## src/rtl/div_seq.sv

```systemverilog
// rtl/div_seq.sv - iterative unsigned restoring divider, one quotient bit per clock
// Start/busy/done handshake; a new operand pair may be accepted in the result cycle.
module div_seq #(
  parameter int BITS = 4
) (
  input  logic            CLK,
  input  logic            RST,
  input  logic            START,
  input  logic [BITS-1:0] _A,
  input  logic [BITS-1:0] _B,
  output logic [BITS-1:0] Q_,
  output logic [BITS-1:0] R_,
  output logic            BUSY,
  output logic            DONE,
  output logic            DIV_ZERO
);

  localparam int CW = $clog2(BITS + 1);

  typedef enum logic [1:0] {
    IDLE,
    RUN,
    FIN
  } state_t;

  state_t          state;
  state_t          state_nxt;

  // Dividend shifts out of the MSB while quotient bits shift into the LSB.
  logic [BITS-1:0] dvd_q;
  logic [BITS-1:0] dvs_q;
  // Restored partial remainder is always below the divisor, so its top bit is
  // implicitly zero and only BITS bits are kept.
  logic [BITS-1:0] p_q;
  logic [CW-1:0]   cnt_q;

  logic            accept;
  logic            last_step;
  logic [BITS:0]   p_shift;
  logic [BITS:0]   trial;
  logic            qbit;
  logic [BITS-1:0] p_step;
  logic [BITS-1:0] q_step;

  assign accept    = START && ((state == IDLE) || (state == FIN));
  assign last_step = (state == RUN) && (cnt_q == CW'(1));

  always_comb begin
    p_shift = {p_q, dvd_q[BITS-1]};
    trial   = p_shift - {1'b0, dvs_q};
    qbit    = ~trial[BITS];
    p_step  = qbit ? trial[BITS-1:0] : p_shift[BITS-1:0];
    q_step  = {dvd_q[BITS-2:0], qbit};
  end

  always_ff @(posedge CLK or posedge RST) begin
    if (RST) begin
      state <= IDLE;
    end else begin
      state <= state_nxt;
    end
  end

  always_comb begin
    state_nxt = state;
    case (state)
      IDLE:    if (START) state_nxt = RUN;
      RUN:     if (last_step) state_nxt = FIN;
      FIN:     state_nxt = START ? RUN : IDLE;
      default: state_nxt = IDLE;
    endcase
  end

  assign BUSY = (state == RUN);
  assign DONE = (state == FIN);

  always_ff @(posedge CLK or posedge RST) begin
    if (RST) begin
      dvd_q    <= '0;
      dvs_q    <= '0;
      p_q      <= '0;
      cnt_q    <= '0;
      Q_       <= '0;
      R_       <= '0;
      DIV_ZERO <= 1'b0;
    end else if (accept) begin
      dvd_q    <= _A;
      dvs_q    <= _B;
      p_q      <= '0;
      cnt_q    <= CW'(BITS);
      DIV_ZERO <= 1'b0;
    end else if (state == RUN) begin
      dvd_q <= q_step;
      p_q   <= p_step;
      cnt_q <= cnt_q - CW'(1);
      if (last_step) begin
        Q_       <= q_step;
        R_       <= p_step;
        DIV_ZERO <= (dvs_q == '0);
      end
    end
  end

endmodule

```

## config.mk

```make
export PLATFORM = sky130hd
export DESIGN_NAME = div_seq
export DESIGN_NICKNAME = d
export VERILOG_FILES = /design/src/rtl/div_seq.sv
export SDC_FILE = /design/constraint.sdc
export NUM_CORES = 1
export LEC_CHECK = 0
export BUFFER_PORTS_ARGS = -buffer_cell sky130_fd_sc_hd__clkbuf_2
export CAP_MARGIN = 30
export CORE_MARGIN = 2
export CORE_UTILIZATION = 54
export CTS_BUF_LIST = sky130_fd_sc_hd__clkbuf_4
export CTS_CLUSTER_DIAMETER = 80
export DETAILED_ROUTE_END_ITERATION = 10
export HOLD_SLACK_MARGIN = 0.15
export MAX_ROUTING_LAYER = met4
export PLACE_DENSITY = 0.89
export SLEW_MARGIN = 20
export SYNTH_ARGS = -nofsm -noshare
export SYNTH_HDL_FRONTEND = slang
export SYNTH_SLANG_ARGS = --single-unit
```

## constraint.sdc

```tcl
create_clock -name CLK -period 4.14 [get_ports CLK]
set_input_delay 1.242 -clock CLK [delete_from_list [all_inputs] [get_ports CLK]]
set_output_delay 1.242 -clock CLK [all_outputs]
set_load 0.02 [all_outputs]
```

* Yosys cells after proc, flatten, opt, wreduce, memory -nomap -nowiden
Index checks and enable logic that the tools add are counted.
Operators by class: add/subtract/negate cells 2, equal/unequal tests 5, muxes and demuxes 14, bitwise logic cells 2, reduce and logical (&&, ||, !) cells 10
Operators with widths (count):
- 4-bit two-way mux | 5
- 3-bit two-way mux | 2
- 2-bit one-hot mux with 3 select lines | 1
- 5-bit by 4-bit subtractor with 5-bit output | 1
- 4-bit zero test | 1
- 1-bit two-way mux | 4
- 2-bit two-way mux | 2
- 2-bit AND reduction | 2
- 2-bit nonzero test | 2
- 3-bit by 1-bit equality test with 1-bit output (second input constant) | 1
- 3-bit AND reduction | 1
- 3-bit by 1-bit subtractor with 3-bit output (second input constant) | 1
- 2-bit by 1-bit equality test with 1-bit output (second input constant) | 1
- 2-bit equality test (second input constant) | 1
- 1-bit logical AND | 2
- 2-bit zero test | 1
- 2-bit by 1-bit != test with 1-bit output (second input constant) | 1
- 2-bit != test (second input constant) | 1
- 1-bit inverter | 2
- 1-bit logical OR | 1
Word-level totals: register bits 26, input bits 11, word-level logic and storage cells 41

* Depth between registers and ports, before layout
Gate-level depths: netlist (run 1).
depth after elaboration 5, gate-level depth with buffers 8, mapped depth without buffers 8

* Worst setup path before layout (run 1)
No wires, ideal clock.
kind flip-flop to output port, start point reg state[1], end point out BUSY, arrival 0.931 ns, data required time 2.898 ns, slack 1.967 ns, cell stages (with the launch flop) 5, buffers on the path 2, cell sequence dfrtp_1 > nand2b_1 > buf_2 > inv_1 > buf_2
Between the ends: cells in the longest elaborated chain, start to end 1
Ends and longest elaborated chain:
- start, declared | line 26 | state_t state;
- start signal, assigned | line 60 | state <= state_nxt;
- 2-bit by 1-bit equality test with 1-bit output | line 74 | assign BUSY = (state == RUN);
- end, declared | line 13 | output logic BUSY,
Every way passes these cells.

* Worst setup path after layout (run 1)
Ends and elaborated chain as after synthesis.

==> metrics.txt, run 1 <==
status completed; VDD IR-drop max around 0.0005 V; Top Ports 22; gr usage total 0.223; Arr. time, crit path around 1600 ps; CP endpoint kind output pin; ant diodes 0; yosys warns 0; Commonest cells post-synth nand2_1, dfrtp_1, inv_1, o21ai_0, nor2_1; RSZ-0062 raised after global routing false; data required time of the critical path 2900 ps; setup_tns 0 ps; CP max-delay cell dfrtp_1; Pwr Density between 900 and 1000 nW/um2; Met1 Routed Length 1.36 mm; post-CTS setup buffer count 0; Tot Pwr 1.50 mW; CTS sink cnt 26; sequential area share after synthesis 0.478; placed wire-length estimate around 2.1 mm; die height about 54 um; FP Rows 18; Max Slew Vio Count 0; WL per Instance 14.8 um; Max transition margin 0.626; Starting Density 0.560; Synth Instances 148; Core Area 2430 um2; Cells after DPL 195; Max Clock Freq between 0.3 and 0.4 GHz; DR vias/cell 5.60; Post-synth EDFFs 0; Crit path max-delay family buffers and inverters; WHS 494 ps; dominant synthesized flop cell dfrtp_1; count of state elements after synthesis 26; Worst-Margin Slew 558 ps; min cycle time layout between 2000 and 3000 ps; async set-reset flop share out of synthesis 1.00; worst hold path type reg -> reg; Non-Filler Instances 200; hold_buf cts 0; Yosys cell types 39; TritonCTS buffer count 3; Leak ~0.77 nW; endpoints failing setup 0; Worst Path Buf+Inv 2; critical setup path kind reg -> out; Worst Setup Start Kind flip-flop; Top Layer Used met4; starting DRC count in detailed routing 39; clk_lat worst skew around 330 ps; Worst-path clk slew 160 ps; most numerous cell in the Yosys netlist nand2_1; WL met3 113 um; layout cells sized above 1 0.182; crit-path cells nand2b_1 -> inv_1 -> clkbuf_2; fillcell total 209; Worst Clk Skew 8.04 ps; maxcap violations 0; gpl congestion around 0.91; worst-path maximum fanout 12; Pre-Repair DR Iteration Count 4; vias 1119; H-tree levels 1; Post-route DRC 0; # resized after CTS 0; # nets final ~190; first-pass GRT wire length 4.61 mm; total global routing overflow 0; remaining antenna violation count 0; WL final 2.95 mm; Buffers on Ports 21; initial antenna violation count 0; synth-to-layout area growth 15.3%; Avg Inst Size Synth 9.20 um2; Crit path largest cell delay 410 ps; Final period util 0.683; top cell type's share of synthesized area 0.478; maximum root-to-sink buffer count 2; largest cells by area after synthesis dfrtp_1, nand2_1, ha_1; Hold Fails Final Rpt 0; TritonCTS clock tree yes; post-synthesis instance area roughly 1400 um2; met2 WL post-DR between 1 and 1.5 mm; Die X 54.2 um; largest net degree at the start of global routing 27; vias in the first global route 1019; post-synth net total between 150 and 200; cell taking the most area after synthesis dfrtp_1; clk root buf clkbuf_4; die area 2940 um2
[final timing paths]
check / start / to / slack (ps) / depth (start not counted)
max in group asynchronous: RST / dvs_q[3]$_DFFE_PP0P_ / 2950 / 3
worst min-delay path: Q_[2]$_DFFE_PP0P_ / Q_[2]$_DFFE_PP0P_ / 490 / 2
worst min register to register: Q_[2]$_DFFE_PP0P_ / Q_[2]$_DFFE_PP0P_ / 490 / 2
min in group asynchronous: RST / Q_[1]$_DFFE_PP0P_ / 810 / 2
worst max register to register: dvd_q[3]$_DFFE_PP0P_ / R_[2]$_DFFE_PP0P_ / 1820 / 8
worst max-delay path: state[1]$_DFFE_PP0P_ / BUSY / 1310 / 3
[flip-flops by register name, indices dropped and copies added (netlist names)]
register  cells
DIV_ZERO      1
Q_            4
R_            4
cnt_q         3
dvd_q         4
dvs_q         4
p_q           4
state         2
[cells by family (layout without fill, tap and decap cells)]
| kind of cell | count (synthesis) | count (layout) | synth area share |
|---|---|---|---|
| and+or+nand+nor | 58 | 58 | 0.194 |
| xor gates and xnor gates | 2 | 2 | 0.0129 |
| buffers and inverters | 18 | 40 | 0.0524 |
| DFF | 26 | 26 | 0.478 |
| adders and majority gates | 7 | 7 | 0.0699 |
| AOI/OAI and AO/OA | 37 | 37 | 0.193 |
[area by class of cell]
type / count / area [um2] / area share
Clock inverter: 1 / 30.0 / 0.0191
Timing Repair Buffer: 23 / 140 / 0.0893
Inverter: 13 / 48.8 / 0.0311
Multi-Input combinational cell: 104 / 639 / 0.407
Tap cell: 30 / 37.5 / 0.0239
Clock buffer: 3 / 22.5 / 0.0144
Sequential cell: 26 / 651 / 0.415
[power breakdown]
group	switching, mW	total, mW	internal [mW]	leakage, nW
Clock	0.0834	0.181	0.0979	0.0279
Sequential	0.101	0.481	0.380	0.315
Combinational	0.514	0.837	0.323	0.429
[layer usage]
metal  track usage  up-vias
li1              -      555
met1         0.313      533
met2         0.337       25
met3        0.0301        6
met4        0.0625        0
met5             -        -
[tightest hold or removal path: stages (launching register included)]
cell     delay [ps]
dfrtp_1         370
nand2_1          50
nand2_1          50
[layout by cell type, fill, tap and decap left out, types with 2 or more instances in the layout]
cell,count
a21oi_1,3
a221oi_1,2
a22oi_1,3
a31oi_1,3
clkbuf_2,21
clkbuf_4,3
clkinv_1,2
dfrtp_1,26
ha_1,6
inv_1,11
nand2_1,30
nand2b_1,5
nand3_1,4
nor2_1,9
nor3_1,2
o21ai_0,11
o31ai_1,3
xor2_1,2
[stage by stage]
stage | cell area [um2] | utilization | setup slack [ps]
floorplan | 1360 | - | 1970
global placement | 1490 | 0.612 | 1740
detailed placement | 1490 | 0.612 | 1730
CTS | 1540 | 0.634 | 1340
global route | 1570 | 0.645 | 1240
finish | 1570 | 0.645 | 1310
Power figures use the tool's default switching activity.
==> run 2: changes to the inputs <==
CORE_UTILIZATION = 52   (was 54)
clock period = 2.3 ns   (was 4.14 ns; I/O delays follow)
==> run 2 against run 1 <==
Against the previous run: sequential power grew 82%; count of clock-buffer cells in the layout is the same; worst hold slack lost 130 ps; first-iteration DRC count grew 28%; setup slack lost 1200 ps; critical path type is now reg -> reg; critical endpoint is now p_q[3]$_DFFE_PP0P_.
==> metrics.txt, run 2 (same netlist as run 1, synthesis figures left out) <==
status completed; most frequent CP cell inv_1; die area 3040 um2 (+3.6%); met2 Use GR 0.381 (+0.0436); WL per Instance 15.4 um (+4.5%); commonest non-fill, non-tap cells in the layout nand2_1, dfrtp_1, clkbuf_2; CP max-delay cell dfrtp_1; worst-path maximum fanout 6 (-6); Max transition margin 0.647 (+0.0213); CTS sink cnt 26 (unchanged); Starting Density 0.549 (-0.0102); clk root buf clkbuf_4; placed wire-length estimate 2.29 mm (+9.1%); worst reg2reg setup slack 120 ps (-1700 ps); Worst Setup Start Kind flip-flop; # nets final 191 (+1.1%); hold_buf cts 0 (unchanged); Non-Filler Instances 202 (+1.0%); vias in the first global route 1095 (+7.5%); reg2reg path depth 8 (unchanged); Max Slew Vio Count 0 (unchanged); WL final 3.11 mm (+5.6%); H-tree levels 1 (unchanged); Design Area, Final 1580 um2 (+0.56%); RSZ-0062 raised after global routing false; pre-CTS setup slack 145 ps (-1580 ps); ant diodes 0 (unchanged); Tot Pwr 2.79 mW (+86%); sequential power share 0.314 (-0.007); Die X 55.2 um (+1.8%); gpl congestion 0.919 (+1.0%); vias 1215 (+8.6%); initial antenna violation count 0 (unchanged); die height 55.2 um (+1.8%); Arr. time, crit path 2430 ps (+840 ps); P_sw 1.30 mW (+87%); data required time of the critical path 2550 ps (-350 ps); met3 global-route usage 0.0242 (-0.00586); maximum root-to-sink buffer count 2 (unchanged); starting DRC count in detailed routing 50 (+28%); remaining antenna violation count 0 (unchanged); Cells after DPL 198 (+1.5%); CP endpoint kind flip-flop; layout cells sized above 1 0.203 (+0.0211); Pre-Repair DR Iteration Count 4 (unchanged); WHS 367 ps (-127 ps); crit-path cells inv_1 -> ha_1 -> inv_1 -> fa_2 -> a211o_4 -> a21o_1 -> o311a_1 -> o31ai_1; Pwr Density 1770 nW/um2 (+85%); clk_lat worst skew 320 ps (about the same); most common cell after layout, fill and taps aside nand2_1; power share of the combinational group 0.571 (+0.013); Core Area 2480 um2 (+1.9%); Final period util 0.947; utilization after layout 0.637 (-0.00819); setup_tns 0 ps (unchanged); Hold Fails Final Rpt 0 (unchanged); Crit path largest cell delay 440 ps (+30 ps); Cell Area, Placed 1510 um2 (+1.5%); Worst-Margin Slew 527 ps (-30.7 ps); Worst-path clk slew 150 ps (about the same); Max Clock Freq 0.459 GHz; gr usage total 0.238 (+0.0149); DR vias/cell 6.01 (+7.5%); met1 GRT Util 0.307 (-0.00645); largest net degree at the start of global routing 27 (unchanged); TritonCTS buffer count 3 (unchanged); Int Power 1.48 mW (+85%); min cycle time layout approximately 2200 ps; Top Ports 22 (unchanged); FP Rows 18 (unchanged); synth-to-layout area growth 15.9%; maxcap violations 0 (unchanged); VDD IR-drop max 0.00102 V (+110%); Reg2Reg Launch Point dvd_q[3]$_DFFE_PP0P_; Worst Clk Skew 4.47 ps (-3.57 ps); Sw Share 0.468 (+0.00265); Final WS setup 121 ps (-1190 ps); Post-route DRC 0 (unchanged); Leak 0.778 nW (+0.72%); first-pass GRT wire length 4.89 mm (+6.0%); power share of the clock group 0.115 (-0.006); RR Endpoint p_q[3]$_DFFE_PP0P_; endpoints failing setup 0 (unchanged); critical setup path kind reg -> reg; total global routing overflow 0 (unchanged); worst hold path type in -> async; TritonCTS clock tree yes; Buffers on Ports 21 (unchanged); GR peak layer met2
-- run 2: changes by cell type in the layout (fill, tap and decap cells not counted), sizes merged --
cell,previous run,this run
clkinv,2,1
buf,2,4
inv,11,12
-- run 2: cell type report --
class,instances,area (um2)
fillers,226,900
clock inverters,1,30.0
well taps,30,37.5
repair buffers,25,135
clock buffers,3,22.5
flip-flops and latches,26,651
inverters,13,48.8
multi-input cells,104,653
-- run 2: per-layer routing --
metal,vias to the layer above,part of all wire
li1,561,-
met1,608,0.41
met2,42,0.51
met3,4,0.059
met4,0,0.014
met5,-,0
-- run 2: repair_timing --
item,CTS,global route
buffers inserted,0,0
endpoints found under the setup margin,0,5
gates resized for setup,0,3
-- run 2: how the worst max path moves through the flow --
| stage | startpoint | to | slack (ps) | cells past startpoint |
|---|---|---|---|---|
| after floorplan | dvd_q[3]$_DFFE_PP0P_ | p_q[3]$_DFFE_PP0P_ | 260 | 8 |
| after global placement | dvd_q[3]$_DFFE_PP0P_ | p_q[3]$_DFFE_PP0P_ | 200 | 8 |
| after detailed placement | dvd_q[3]$_DFFE_PP0P_ | R_[2]$_DFFE_PP0P_ | 140 | 8 |
| after CTS | dvd_q[3]$_DFFE_PP0P_ | p_q[3]$_DFFE_PP0P_ | 90 | 8 |
| after global routing | dvd_q[3]$_DFFE_PP0P_ | p_q[2]$_DFFE_PP0P_ | 20 | 8 |
| final | dvd_q[3]$_DFFE_PP0P_ | p_q[3]$_DFFE_PP0P_ | 120 | 8 |
-- run 2: power groups by stage --
stage / clock [mW] / combinational [mW] / sequential (mW)
final: 0.319 / 1.59 / 0.876
after floorplan: 0 / 1.07 / 0.908
after CTS: 0.321 / 1.52 / 0.866
after detailed placement: 0 / 1.50 / 0.878
after global placement: 0 / 1.47 / 0.858
after global routing: 0.335 / 1.76 / 0.909
-- run 2: critical path: cells and delay by family (launching register included) --
kind,cells,cell delay [ps]
adders and majority gates,2,520
DFF,1,440
AOI/OAI and AO/OA,4,990
buffers and inverters,2,150
==> run 3: changes to the inputs <==
REMOVE_ABC_BUFFERS = 1   (was default)
==> run 3 against run 2 <==
Against the previous run: sequential share of layout area barely moved; count of clock-buffer cells in the layout unchanged; critical path type unchanged; sequential power down 0.7%; largest power group unchanged; core utilization increased by 0.050 points; design area is essentially flat.
==> metrics.txt, run 3 (same netlist as run 1, synthesis figures left out) <==
data required time of the critical path 2550 ps (about the same); CP endpoint kind flip-flop; WL final 3.13 mm (+0.48%); worst hold path type in -> async; Worst Setup Start Kind flip-flop; maxcap violations 0 (unchanged); WL per Instance 15.4 um (about the same); crit-path cells inv_1 -> ha_1 -> inv_1 -> fa_2 -> a211o_4 -> a21o_1 -> o311a_1 -> o31ai_1; H-tree levels 1 (unchanged); TritonCTS buffer count 3 (unchanged); Max Slew Vio Count 0 (unchanged); gpl congestion 1.05 (+14%); Buffers on Ports 21 (unchanged); Max Clock Freq 0.460 GHz (+0.30%); Design Area, Final 1580 um2 (about the same); Pre-Repair DR Iteration Count 4 (unchanged); Final WS setup 127 ps (+6.42 ps); clk_lat worst skew 330 ps (about the same); starting DRC count in detailed routing 39 (-22%); CP max-delay cell dfrtp_1; fillcell total 208 (-8.0%); Arr. time, crit path 2420 ps (about the same); post-CTS setup buffer count 0 (unchanged); most common cell after layout, fill and taps aside nand2_1; Worst-path clk slew 150 ps (about the same); pre-CTS setup slack 128 ps (-16.3 ps); vias in the first global route 1154 (+5.4%); layout cells sized above 1 0.208 (+0.00460); most frequent CP cell inv_1; CTS sink cnt 26 (unchanged); # nets final 192 (+0.52%); status completed; Final period util 0.945 (-0.00279); RSZ-0062 raised after global routing false; min cycle time layout 2170 ps (-6.42 ps); DR vias/cell 5.75 (-4.4%); ant diodes 0 (unchanged); gr usage total 0.241 (+0.00307); remaining antenna violation count 0 (unchanged); Leak 0.783 nW (+0.63%); Post-route DRC 0 (unchanged); Cell Area, Placed 1520 um2 (+0.50%); total global routing overflow 0 (unchanged); Core Area 2480 um2 (unchanged); Crit path max-delay family compound AO/OA/AOI/OAI gates; FP Rows 18 (unchanged); TritonCTS clock tree yes; worst-path maximum fanout 6 (unchanged); maximum root-to-sink buffer count 2 (unchanged); vias 1167 (-4.0%); endpoints failing setup 0 (unchanged); initial antenna violation count 0 (unchanged); clk root buf clkbuf_4; VDD IR-drop max 0.000850 V (-17%); placed wire-length estimate 2.37 mm (+3.5%); Max transition margin 0.648 (about the same); Top Ports 22 (unchanged); Die X 55.2 um (unchanged); critical setup path kind reg -> reg; hold_buf cts 0 (unchanged); Worst Clk Skew 11.7 ps (+7.22 ps); Crit path largest cell delay 440 ps (about the same); largest net degree at the start of global routing 27 (unchanged); die area 3040 um2 (unchanged); Worst-Margin Slew 526 ps (-0.962 ps); Pwr Density 1750 nW/um2 (-1.2%); Hold Fails Final Rpt 0 (unchanged); Starting Density 0.549 (unchanged); Worst Path Buf+Inv 2 (unchanged); setup_tns 0 ps (unchanged); first-pass GRT wire length 5.00 mm (+2.3%); die height 55.2 um (unchanged); synth-to-layout area growth 16.0% (about the same); commonest non-fill, non-tap cells in the layout nand2_1, dfrtp_1, clkbuf_2
## run 3: changes by cell type in the layout (fill, tap and decap cells not counted), sizes merged
| cell | delta |
|---|---|
| buf | +1 |
## run 3: layout make-up
class	instances	area, um2	area share
multi-input combinational	104	647	0.410
sequential	26	651	0.412
clock inverter	1	30.0	0.0190
tap	30	37.5	0.0238
inverter	13	48.8	0.0309
timing repair buffer	26	143	0.0903
clock buffer	3	22.5	0.0143
## run 3: what timing repair did
item / 4_1_cts / 5_1_grt
gates resized for setup: 0 / 2
hold endpoints to repair: 0 / 0
endpoints found under the setup margin: 0 / 3
## run 3: worst reg2reg max path, delay by kind of cell (launching register included)
family	cells	cell delay [ps]
compound gates	4	980
fa+ha+maj	2	530
buf+inv	2	150
flops	1	440
## run 3: worst paths after layout
path / from / slack [ps] / cells past startpoint / endpoint
worst max-delay path: dvd_q[3]$_DFFE_PP0P_ / 130 / 8 / p_q[3]$_DFFE_PP0P_
worst min-delay path: RST / 360 / 3 / dvd_q[2]$_DFFE_PP0P_
worst max register to register: dvd_q[3]$_DFFE_PP0P_ / 130 / 8 / p_q[3]$_DFFE_PP0P_
worst min register to register: Q_[3]$_DFFE_PP0P_ / 490 / 2 / Q_[3]$_DFFE_PP0P_
max in group asynchronous: RST / 1680 / 3 / dvs_q[2]$_DFFE_PP0P_
min in group CLK: Q_[3]$_DFFE_PP0P_ / 490 / 2 / Q_[3]$_DFFE_PP0P_
## run 3: per-stage QoR
| step | utilization | total power, mW | instances | hold WS, ps |
|---|---|---|---|---|
| floorplan | - | 1.95 | 143 | 450 |
| global placement | 0.613 | 2.30 | 199 | 463 |
| detailed placement | 0.613 | 2.40 | 199 | 463 |
| CTS | 0.634 | 2.72 | 203 | 372 |
| global route | 0.637 | 2.98 | 203 | 400 |
| finish | 0.637 | 2.76 | 203 | 358 |
## run 3: power breakdown
| part | internal [mW] | switching [mW] |
|---|---|---|
| logic | 0.615 | 0.956 |
| registers | 0.685 | 0.185 |
| clock network | 0.176 | 0.138 |
## run 3: routing by layer
layer,part of all wire,vias to the layer above,track usage
met2,0.51,42,0.413
met4,0.019,0,0.0935
met5,0,-,-
li1,-,562,-
met3,0.050,9,0.0269
met1,0.42,554,0.290
